<file path="config.mk">
export PLATFORM = sky130hd
export DESIGN_NAME = exc_unit
export DESIGN_NICKNAME = d
export VERILOG_FILES = /design/src/rtl/exc_pkg.sv /design/src/rtl/exc_prio.sv /design/src/rtl/exc_unit.sv
export SDC_FILE = /design/constraint.sdc
export NUM_CORES = 1
export LEC_CHECK = 0
export ABC_AREA = 1
export BUFFER_PORTS_ARGS = -buffer_cell sky130_fd_sc_hd__buf_4
export CORE_MARGIN = 1.5
export CORE_UTILIZATION = 45
export CTS_CLUSTER_DIAMETER = 120
export DETAILED_ROUTE_END_ITERATION = 6
export PLACE_DENSITY_LB_ADDON = 0.1
export SLEW_MARGIN = 10
export SYNTH_ARGS = -nofsm -noshare
export SYNTH_HDL_FRONTEND = slang
export SYNTH_SLANG_ARGS = --single-unit
</file>
<file path="constraint.sdc">
create_clock -name clk -period 1.75 [get_ports clk]
set_input_delay 0.0875 -clock clk [delete_from_list [all_inputs] [get_ports clk]]
set_output_delay 0.0875 -clock clk [all_outputs]
set_load 0.01 [all_outputs]
</file>
<file path="src/rtl/exc_pkg.sv">
// Shared definitions for the exception initiator: ExcCode values, CP0 status
// bit positions, FSM state encoding and the default handler entry address.
package exc_pkg;

  // ExcCode values placed in the CP0 cause field
  localparam logic [3:0] EXC_SYSCALL = 4'd8;
  localparam logic [3:0] EXC_BREAK   = 4'd9;
  localparam logic [3:0] EXC_TEQ     = 4'd13;

  // Bit positions of the enables inside the CP0 status register
  localparam int ST_GLOBAL  = 0;
  localparam int ST_SYSCALL = 1;
  localparam int ST_BREAK   = 2;
  localparam int ST_TEQ     = 3;

  // Default handler entry address
  localparam logic [31:0] DEFAULT_EXC_VECTOR = 32'h0040_0004;

  // Sequencer states
  typedef enum logic [1:0] {
    S_IDLE,
    S_ISSUE,
    S_DRAIN,
    S_REDIRECT
  } exc_state_e;

  // An exception class is enabled only when the global enable is also set
  function automatic logic status_en(input logic [3:0] status, input int idx);
    return status[ST_GLOBAL] & status[idx];
  endfunction

endpackage

</file>
<file path="src/rtl/exc_prio.sv">
// Mask-and-priority encoder: applies CP0 status enables to the decoded
// instruction class and picks SYSCALL > BREAK > TEQ > ERET.
import exc_pkg::*;

module exc_prio (
  input  logic       inst_valid,
  input  logic       is_syscall,
  input  logic       is_break,
  input  logic       is_teq,
  input  logic       is_eret,
  input  logic       teq_eq,
  input  logic [3:0] status,
  output logic       take,
  output logic       take_eret,
  output logic [3:0] cause
);

  logic sys_hit;
  logic brk_hit;
  logic teq_hit;
  logic eret_hit;

  assign sys_hit  = inst_valid & is_syscall & status_en(status, ST_SYSCALL);
  assign brk_hit  = inst_valid & is_break   & status_en(status, ST_BREAK);
  assign teq_hit  = inst_valid & is_teq & teq_eq & status_en(status, ST_TEQ);
  assign eret_hit = inst_valid & is_eret;

  // Fixed-priority selection among the enabled requests
  always_comb begin
    // NOTE: every output gets a default first, so no path leaves a value held and no latch is inferred.
    take      = 1'b0;
    take_eret = 1'b0;
    cause     = 4'd0;
    if (sys_hit) begin
      take  = 1'b1;
      cause = EXC_SYSCALL;
    end else if (brk_hit) begin
      take  = 1'b1;
      cause = EXC_BREAK;
    end else if (teq_hit) begin
      take  = 1'b1;
      cause = EXC_TEQ;
    end else if (eret_hit) begin
      take      = 1'b1;
      take_eret = 1'b1;
    end
  end

endmodule

</file>
<file path="src/rtl/exc_unit.sv">
// Exception initiator: detects SYSCALL/BREAK/TEQ/ERET in decode, issues the
// CP0 request or eret strobe, drains the pipeline and redirects fetch.
// Optional feature: define EXC_COUNT_EN to add a saturating exc_count output.
import exc_pkg::*;

module exc_unit #(
  parameter int          DRAIN_CYCLES = 2,
  parameter logic [31:0] EXC_VECTOR   = DEFAULT_EXC_VECTOR
) (
  input  logic        clk,
  input  logic        rst,
  input  logic        inst_valid,
  input  logic [31:0] inst_pc,
  input  logic        is_syscall,
  input  logic        is_break,
  input  logic        is_teq,
  input  logic        is_eret,
  input  logic        teq_eq,
  input  logic [31:0] cp0_status,
  input  logic [31:0] cp0_epc,
  input  logic        mtc0_active,
  output logic        cp0_exc_req,
  output logic [3:0]  cp0_cause,
  output logic [31:0] cp0_pc,
  output logic        cp0_teq_exc,
  output logic        cp0_eret,
  output logic        stall,
  output logic        flush,
  output logic        redirect_valid,
  output logic [31:0] redirect_pc,
  output logic        busy
`ifdef EXC_COUNT_EN
  ,
  output logic [15:0] exc_count
`endif
);

  localparam logic [3:0] DRAIN_LOAD = 4'(DRAIN_CYCLES - 1);

  exc_state_e  state;
  exc_state_e  state_next;
  logic [3:0]  drain_cnt;
  logic [3:0]  lat_cause;
  logic [31:0] lat_pc;
  logic        lat_eret;
  logic        lat_teq;
  logic [31:0] target;

  logic        take;
  logic        take_eret;
  logic [3:0]  prio_cause;
  logic        take_idle;
  logic        issue_fire;

  // Only the four enable bits of status matter here
  logic        unused_status;
  assign unused_status = ^cp0_status[31:4];

  exc_prio u_prio (
    .inst_valid (inst_valid),
    .is_syscall (is_syscall),
    .is_break   (is_break),
    .is_teq     (is_teq),
    .is_eret    (is_eret),
    .teq_eq     (teq_eq),
    .status     (cp0_status[3:0]),
    .take       (take),
    .take_eret  (take_eret),
    .cause      (prio_cause)
  );

  // Decode flags only matter while idle; afterwards the pipeline is frozen
  assign take_idle  = (state == S_IDLE) && take;
  // An MTC0 in flight holds the request back so CP0 sees one writer per cycle
  assign issue_fire = (state == S_ISSUE) && !mtc0_active;

  // State register, latched instruction context, drain counter and target
  always_ff @(posedge clk or negedge rst) begin
    // NOTE: every register, including the latched context, is cleared by reset so no partial request survives.
    if (!rst) begin
      state     <= S_IDLE;
      drain_cnt <= 4'd0;
      lat_cause <= 4'd0;
      lat_pc    <= 32'd0;
      lat_eret  <= 1'b0;
      lat_teq   <= 1'b0;
      target    <= 32'd0;
    end else begin
      // NOTE: sequential state uses non-blocking assignment so all registers update from the same pre-edge values.
      state <= state_next;
      if (take_idle) begin
        lat_cause <= prio_cause;
        lat_pc    <= inst_pc;
        lat_eret  <= take_eret;
        lat_teq   <= teq_eq & (prio_cause == EXC_TEQ);
      end
      if (issue_fire) begin
        target    <= lat_eret ? cp0_epc : EXC_VECTOR;
        drain_cnt <= DRAIN_LOAD;
      end else if (state == S_DRAIN && drain_cnt != 4'd0) begin
        drain_cnt <= drain_cnt - 4'd1;
      end
    end
  end

  // Next-state logic and per-state output decode
  always_comb begin
    state_next     = state;
    cp0_exc_req    = 1'b0;
    cp0_cause      = 4'd0;
    cp0_pc         = 32'd0;
    cp0_teq_exc    = 1'b0;
    cp0_eret       = 1'b0;
    stall          = 1'b0;
    flush          = 1'b0;
    redirect_valid = 1'b0;
    redirect_pc    = 32'd0;
    busy           = 1'b0;
    case (state)
      S_IDLE: begin
        if (take) begin
          stall      = 1'b1;
          state_next = S_ISSUE;
        end
      end
      S_ISSUE: begin
        stall = 1'b1;
        busy  = 1'b1;
        if (!mtc0_active) begin
          flush = 1'b1;
          if (lat_eret) begin
            cp0_eret = 1'b1;
          end else begin
            cp0_exc_req = 1'b1;
            cp0_cause   = lat_cause;
            cp0_pc      = lat_pc;
            cp0_teq_exc = lat_teq;
          end
          state_next = S_DRAIN;
        end
      end
      S_DRAIN: begin
        stall = 1'b1;
        busy  = 1'b1;
        flush = 1'b1;
        if (drain_cnt == 4'd0) begin
          state_next = S_REDIRECT;
        end
      end
      S_REDIRECT: begin
        stall          = 1'b1;
        busy           = 1'b1;
        redirect_valid = 1'b1;
        redirect_pc    = target;
        state_next     = S_IDLE;
      end
      default: begin
        state_next = S_IDLE;
      end
    endcase
  end

`ifdef EXC_COUNT_EN
  // Saturating count of exception requests delivered to CP0; eret is not counted
  always_ff @(posedge clk or negedge rst) begin
    if (!rst) begin
      exc_count <= 16'd0;
    end else if (cp0_exc_req && exc_count != 16'hFFFF) begin
      exc_count <= exc_count + 16'd1;
    end
  end
`endif

endmodule

</file>
======== Word-level counts from Yosys, hierarchy flattened ========
Cells that the tools add are included.
word-level totals
  bits in registers ....................... 76
  latch bits .............................. 0
  RAM bits ................................ 0
  memory bits (read-only) ................. 0
  bits of input ports ..................... 105
  output and inout port bits .............. 75
  word-level logic and storage cells ...... 76
  memories kept ........................... 0
cells by class
  add/subtract/negate cells ............... 1
  multipliers ............................. 0
  divide/modulo/power cells ............... 0
  $lt $le $gt $ge ......................... 0
  equality and inequality tests ........... 7
  shift-type cells ........................ 0
  mux-type cells .......................... 39
  bitwise gates (word level) .............. 12
  reduce and logical (&&, ||, !) cells .... 10
operators by type and width
  cell                   number
  $mux W32               5
  $mux W4                8
  $mux W1                20
  $and A1 B1 Y1          12
  $pmux W2 S4            1
  $mux W2                3
  $eq A2 B2 Y1 const B   2
  $eq A4 B4 Y1 const B   1
  $logic_not A4 Y1       1
  $ne A2 B2 Y1 const B   2
  $pmux W1 S2            2
  $reduce_bool A4 Y1     1
  $sub A4 B1 Y4 const B  1
  $logic_and A1 B1 Y1    3
  $reduce_and A3 Y1      1
  $reduce_or A3 Y1       1
  $eq A2 B1 Y1 const B   1
  $logic_not A2 Y1       1
  $ne A2 B1 Y1 const B   1
  $reduce_bool A2 Y1     1
  $logic_not A1 Y1       1

======== Logic depth before layout (Yosys ltp) ========
Gate-level depths: netlist (run 1).
  depth in word-level cells ............... 8
  gate-level depth with buffers ........... 9
  mapped depth without buffers ............ 8

======== Hierarchy ========
A second synthesis (run 1) with hierarchy kept.
unflattened totals
  cells, all modules ...................... 480
  area total of the unflattened synthesis .. 3661.0 µm²
modules (own cells, without submodules)
  module    times used  cells each  area an instance (µm²)
  exc_unit  1           462         3563.4
  exc_prio  1           18          97.6

======== Least setup slack after synthesis (run 1) ========
No wires, ideal clock.
  kind .................................... register to output
  from .................................... register state[1]
  to ...................................... output cp0_cause[2]
  arrival ................................. 1461 ps
  data required time ...................... 1662 ps
  setup slack ............................. 201 ps
  cell stages (with the launch flop) ...... 8
  buffers on the path ..................... 1
  cells stage by stage .................... dfrtp_1 inv_1 ha_1 nand2_2 nor2_1 inv_2 buf_2 nor2_1
between the ends
  word-level cells in the longest chain between the ends .. 2
ends and longest elaborated chain
  element                   line             RTL
  start: declaration        exc_unit.sv:40   exc_state_e state;
  start signal: assignment  exc_unit.sv:90   state <= state_next;
  $eq A2 B1 Y1              exc_unit.sv:119  case (state)
  $mux W4                   exc_unit.sv:119
  end: declaration          exc_unit.sv:23   output logic [3:0] cp0_cause,
Every way passes these cells.

======== Worst setup path after layout (run 1) ========
  from .................................... register state[1]
  to ...................................... output cp0_pc[1]
between the ends
  word-level cells in the longest chain between the ends .. 2
ends and longest elaborated chain
  element           line             RTL
  $eq A2 B1 Y1      exc_unit.sv:119
  $mux W32          exc_unit.sv:119
  end: declaration  exc_unit.sv:24   output logic [31:0] cp0_pc,
Every way passes these cells.

==> flow_metrics.tcl, run 1 <==
set metrics [dict create \
    top_layer "met4" \
    synth-xor-area-share_pct 0 \
    wirelength_mm 10.8 \
    antenna_found_initial 0 \
    ioPinCount 180 \
    r2r-end "target[25]" \
    setup_viol 18 \
    worstHoldStart "mtc0_active" \
    grt_pass1_vias 3740 \
    grt.total_usage_pct 25.3 \
    cts_tree "done" \
    synth_top_family_by_area "simple AND/OR/NAND/NOR gates" \
    period_share_pct 102 \
    numCtsBuffers 9 \
    drc_errors 0 \
    leakage_uw 0.00339 \
    die_y_um 92.8 \
    die_w_um 92.8 \
    synth_fp_nets 556 \
    synth_top_area_share_pct 51.7 \
    yosys_warnings 0 \
    synthCells 445 \
    cp_slowest_stage_delay_ps 400 \
    htree_levels 3 \
    crit_slowest_cell "dfrtp_1" \
    die-area_um2 8620 \
    drt-met1-wl_mm 4.19 \
    start_util_pct 46.8 \
    drive_above_1_share_pct 32.5 \
    placed_cells 681 \
    min_to "state[0]" \
    synth_compound_area_share_pct 9.44 \
    grt_first_pass_wirelength_mm 17.1 \
    clk_pin_slew_ps 80 \
    final_hold_viol_count 0 \
    skew_ps 14.6 \
    nFillCells 555 \
    min_path_cells 4 \
    synth_top_flop_cell "dfrtp_1" \
    synthToLayoutAreaGrowth_pct 65.3 \
    yosys.area.top_type "dfrtp_1" \
    syn_area_um2 3630 \
    grt_max_degree 41 \
    synth_mux_area_share_pct 0 \
    failed_checks "setup timing" \
    instances_no_fill 772 \
    setup_slack_ps -35.3 \
    p_per_area_nw_per_um2 1340 \
    status "complete, but fails checks" \
    min_period_ps 1790 \
    cp.arrival_ps 1700 \
    grt_setup_unrepaired "true" \
    routedWlPerCell_um 14.0 \
    cts_root_buf "clkbuf_8" \
    slew_viol_final 0 \
    clockBufferDepth 2 \
    cp_max_fo 18 \
    critPathCaptureType "output port" \
    reg2reg_slack_ps 80 \
    hpwl_mm 6.07 \
    io_buffer_count 150 \
    drtIter0Drc 105 \
    rr_worst_depth 7 \
    ant_nets 0 \
    hp-class "in2reg" \
    synth_edf_count 0 \
    r2r_start "state[0]" \
    num_rows 32 \
    grt.overflow.total 0 \
    synthAdderAreaFrac_pct 2.07 \
    viasPerCell 4.81 \
    critPathLaunchType "flop" \
    layout_commonest_cell "buf_4" \
    synth-simple-area-share_pct 24.5 \
    irDropWorstVdd_mv 0.938 \
    met3_length_um 516 \
    dr.pass1.iters 4 \
    fin_nets 776 \
    critPathTopFamily "buffers and inverters" \
    yosysUniqueCellTypes 26 \
    avgSynthCellArea_um2 8.16 \
    path_class "reg2out" \
    core_um2 7770 \
    post-route-util_pct 77.3 \
    fmax_ghz 0.560 \
    route.met2.wl_mm 5.90 \
    clock-sinks 75 \
    synthArstFlopShare_pct 100 \
    crit_buf_inv 4 \
    diodes 0 \
    cap_viol_max_count 0 \
    num_vias 3717 \
    path_cells "inv_2 -> ha_4 -> nand2_4 -> nor2_4 -> buf_6 -> inv_8 -> nor2_2 -> buf_4" \
    mostFrequentLayoutCells "buf_4 (158), nand2_1 (117), inv_1 (80)" \
    clkLatencyLatePin_ps 350 \
    crit_required_ps 1660 \
    ys_seq_elements 75 \
    synth_area_leaders "dfrtp_1 (52%), nand2_1 (12%), inv_1 (8.5%), a22o_1 (7.2%), nand3_1 (5.4%)" \
    gp_congestion 0.753 \
    yosysSeqAreaShare_pct 51.7 \
]
-- tightest hold or removal path, cell delays in order --
cell and delay (ps):
buf_4 90, a22oi_1 110, nand3_1 110, nand2_1 60
-- synth_stat cells (3+ instances only) --
cell type,count
nand3_1,39
inv_1,82
clkbuf_1,8
ha_1,6
o21ai_0,6
buf_6,3
nor2_1,48
a22o_1,30
nand2_1,118
buf_2,10
dfrtp_1,75
-- worst max path at each step --
| stage | cells past startpoint | from | slack, ps | to |
|---|---|---|---|---|
| 6_report | 8 | state[1] | -40 | cp0_pc[1] |
| 4_1_cts | 7 | state[1] | -20 | cp0_pc[6] |
| 2_1_floorplan | 7 | state[1] | 200 | cp0_cause[2] |
| 5_1_grt | 8 | state[1] | -100 | cp0_pc[24] |
| 3_5_place_dp | 7 | state[1] | 30 | cp0_pc[0] |
| 3_3_place_gp | 7 | state[1] | 90 | cp0_pc[0] |
-- cells by family after synthesis --
| kind of cell | Yosys count |
|---|---|
| buffers and inverters | 107 |
| DFF | 75 |
| other | 1 |
| and+or+nand+nor | 213 |
| adders and majority gates | 6 |
| AOI/OAI and AO/OA | 43 |
-- through the flow --
| step | worst slack [ps] | hold slack, ps | instance area [um^2] | total power [uW] | TNS, ps |
|---|---|---|---|---|---|
| 6_report | -35.3 | 151 | 6000 | 8060 | -296 |
| 5_1_grt | -97.5 | 171 | 6000 | 8620 | -2630 |
| 4_1_cts | -22.9 | 148 | 5940 | 7970 | -181 |
| 3_5_place_dp | 32.0 | 77.2 | 4860 | 5880 | 0 |
| 3_3_place_gp | 91.9 | 76.0 | 4860 | 5760 | 0 |
| 2_1_floorplan | 201 | -208 | 3630 | 4790 | 0 |
-- state kept, by name, summed over array words and instances, names as in the netlist --
register / flops
drain_cnt: 4
lat_cause: 3
lat_eret: 1
lat_pc: 32
lat_teq: 1
state: 2
target: 32
-- area by class of cell --
| type | instances | area [um^2] | share of cell area [%] |
|---|---|---|---|
| timing repair inverter | 1 | 11.3 | 0.188 |
| inverter | 84 | 323 | 5.38 |
| multi-input combinational | 263 | 1410 | 23.5 |
| timing repair buffer | 231 | 2000 | 33.4 |
| tap | 102 | 128 | 2.13 |
| clock inverter | 6 | 113 | 1.88 |
| sequential | 75 | 1880 | 31.3 |
| clock buffer | 10 | 138 | 2.29 |
-- timing repair --
item                                    in CTS  in global routing
hold endpoints to repair                    99                  0
setup buffers                                6                  1
pin swaps                                    2                  1
gates resized for setup                     14                 25
cloned                                       3                  0
endpoints found under the setup margin      39                 66
hold buffers                                65                  0
-- power by group --
group          leakage, uW  total, uW  internal [uW]  switching [uW]
combinational      0.00233       3450           1620            1830
clock             0.000115       1640            986             658
sequential        0.000948       2970           2520             446
-- per-layer routing --
layer / track usage (%) / up-vias
met1: 28.7 / 1767
met3: 4.02 / 20
met2: 46.4 / 129
met5: 0 / -
met4: 11.4 / 0
li1: - / 1801
No activity file was read; power rests on OpenSTA's default activity.
==> run 2, diff against run 1 <==
--- a/config.mk
+++ b/config.mk
@@ -12,6 +12,7 @@
 export CTS_CLUSTER_DIAMETER = 120
 export DETAILED_ROUTE_END_ITERATION = 6
 export PLACE_DENSITY_LB_ADDON = 0.1
+export RECOVER_POWER = 25
 export SLEW_MARGIN = 10
 export SYNTH_ARGS = -nofsm -noshare
 export SYNTH_HDL_FRONTEND = slang
==> flow_metrics.tcl, run 2 (same netlist as run 1, synthesis figures left out) <==
set metrics [dict create \
    crit_start "state[1]" \
    numCtsBuffers 9 \
    clk_pin_slew_ps 80 \
    cp_slowest_stage_delay_ps 400 \
    irDropWorstVdd_mv 0.938 \
    skew_ps 14.6 \
    placed_cells 681 \
    synthToLayoutAreaGrowth_pct 65.2 \
    die_y_um 92.8 \
    num_vias 3716 \
    diodes 0 \
    drtIter0Drc 105 \
    dr.pass1.iters 4 \
    hold_slack_ps 151 \
    gp_congestion 0.753 \
    drive_above_1_share_pct 32.5 \
    fin_nets 776 \
    crit_slowest_cell "dfrtp_1" \
    grt_pass1_vias 3740 \
    slew_viol_final 0 \
    grt.overflow.total 0 \
    wirelength_mm 10.8 \
    critPathCaptureType "output port" \
    cp_max_fo 18 \
    crit_buf_inv 4 \
    mostFrequentLayoutCells "buf_4 (157), nand2_1 (117), inv_1 (80)" \
    layout_commonest_cell "buf_4" \
    critPathLaunchType "flop" \
    leakage_uw 0.00339 \
    worst_pin_slew_ps 906 \
    grt.total_usage_pct 25.3 \
    cts_tree "done" \
    path_class "reg2out" \
    path_cells "inv_2 -> ha_4 -> nand2_4 -> nor2_4 -> buf_6 -> inv_8 -> nor2_2 -> buf_4" \
    cp.arrival_ps 1700 \
    cap_viol_max_count 0 \
    start_util_pct 46.8 \
    grt_setup_unrepaired "true" \
    post-route-util_pct 77.3 \
    num_rows 32 \
    slew-limit-headroom_pct 39.6 \
    viasPerCell 4.81 \
    p_per_area_nw_per_um2 1340 \
    tns_ps -302 \
    worstHoldStart "mtc0_active" \
    r2r_start "state[0]" \
    stdcell_area_um2 6000 \
    period_share_pct 102 \
    grt_max_degree 41 \
    setup_viol 18 \
    ioPinCount 180 \
    hp-class "in2reg" \
    clock-sinks 75 \
    drc_errors 0 \
    min_period_ps 1790 \
    failed_checks "setup timing" \
    grt_first_pass_wirelength_mm 17.1 \
    crit_required_ps 1660 \
    die_w_um 92.8 \
    hpwl_mm 6.07 \
    critPathTopFamily "buffers and inverters" \
    antenna_found_initial 0 \
    io_buffer_count 150 \
    die-area_um2 8620 \
    core_um2 7770 \
    ant_nets 0 \
    instances_no_fill 772 \
    dpl_cell_area_um2 4860 \
    cts_root_buf "clkbuf_8" \
    top_regs "lat_pc x32, target x32, drain_cnt x4" \
    final_hold_viol_count 0 \
    clkLatencyLatePin_ps 350 \
    setup_slack_ps -35.6 \
    status "complete, but fails checks" \
    fmax_ghz 0.560 \
    clockBufferDepth 2 \
    htree_levels 3 \
    routedWlPerCell_um 14.0 \
]
## run 2: routing by layer
metal | vias to the layer above | wire, um | global-route usage, %
li1 | 1801 | - | -
met1 | 1764 | 4200 | 28.7
met2 | 131 | 5900 | 46.4
met3 | 20 | 522 | 4.02
met4 | 0 | 208 | 11.4
met5 | - | 0 | 0
## run 2: power breakdown
part	internal [uW]	total (uW)	switching, uW
logic	1620	3450	1830
registers	2520	2970	446
clock network	986	1640	658
total	5130	8070	2940
## run 2: timing repair
item | in CTS | in global routing
resized for setup | 14 | 25
pin swaps | 2 | 1
cloned | 3 | 0
hold buffers | 65 | 0
buffers inserted | 6 | 1
endpoints found under the hold margin | 99 | 0
endpoints found under the setup margin | 39 | 66
## run 2: final timing paths
| check | end | slack, ps | cells past startpoint |
|---|---|---|---|
| max | cp0_pc[1] | -40 | 8 |
| min | state[0] | 150 | 4 |
| max reg2reg | target[25] | 80 | 7 |
| min reg2reg | lat_pc[0] | 470 | 2 |
| max in group asynchronous | state[0] | 590 | 3 |
| min in group asynchronous | lat_pc[14] | 400 | 2 |
## run 2: metrics by stage
stage               worst slack, ps  total power (uW)
floorplan                       201              4790
global placement               91.9              5760
detailed placement             32.0              5880
CTS                           -22.9              7970
global route                  -97.5              8610
finish                        -35.6              8070
## run 2: final cells by class
cell class / count / area [um^2]
clock buffer: 10 / 138
clock inverter: 6 / 113
fill: 556 / 1770
inverter: 84 / 323
multi-input combinational: 263 / 1410
sequential: 75 / 1880
tap: 102 / 128
timing repair buffer: 231 / 2000
timing repair inverter: 1 / 11.3
## run 2: worst reg2reg max path: cells and delay by family (launching register included)
| kind | cells | cell delay [ps] |
|---|---|---|
| fa+ha+maj | 1 | 180 |
| compound gates | 1 | 180 |
| flops | 1 | 450 |
| simple gates | 2 | 170 |
| buf+inv | 3 | 580 |
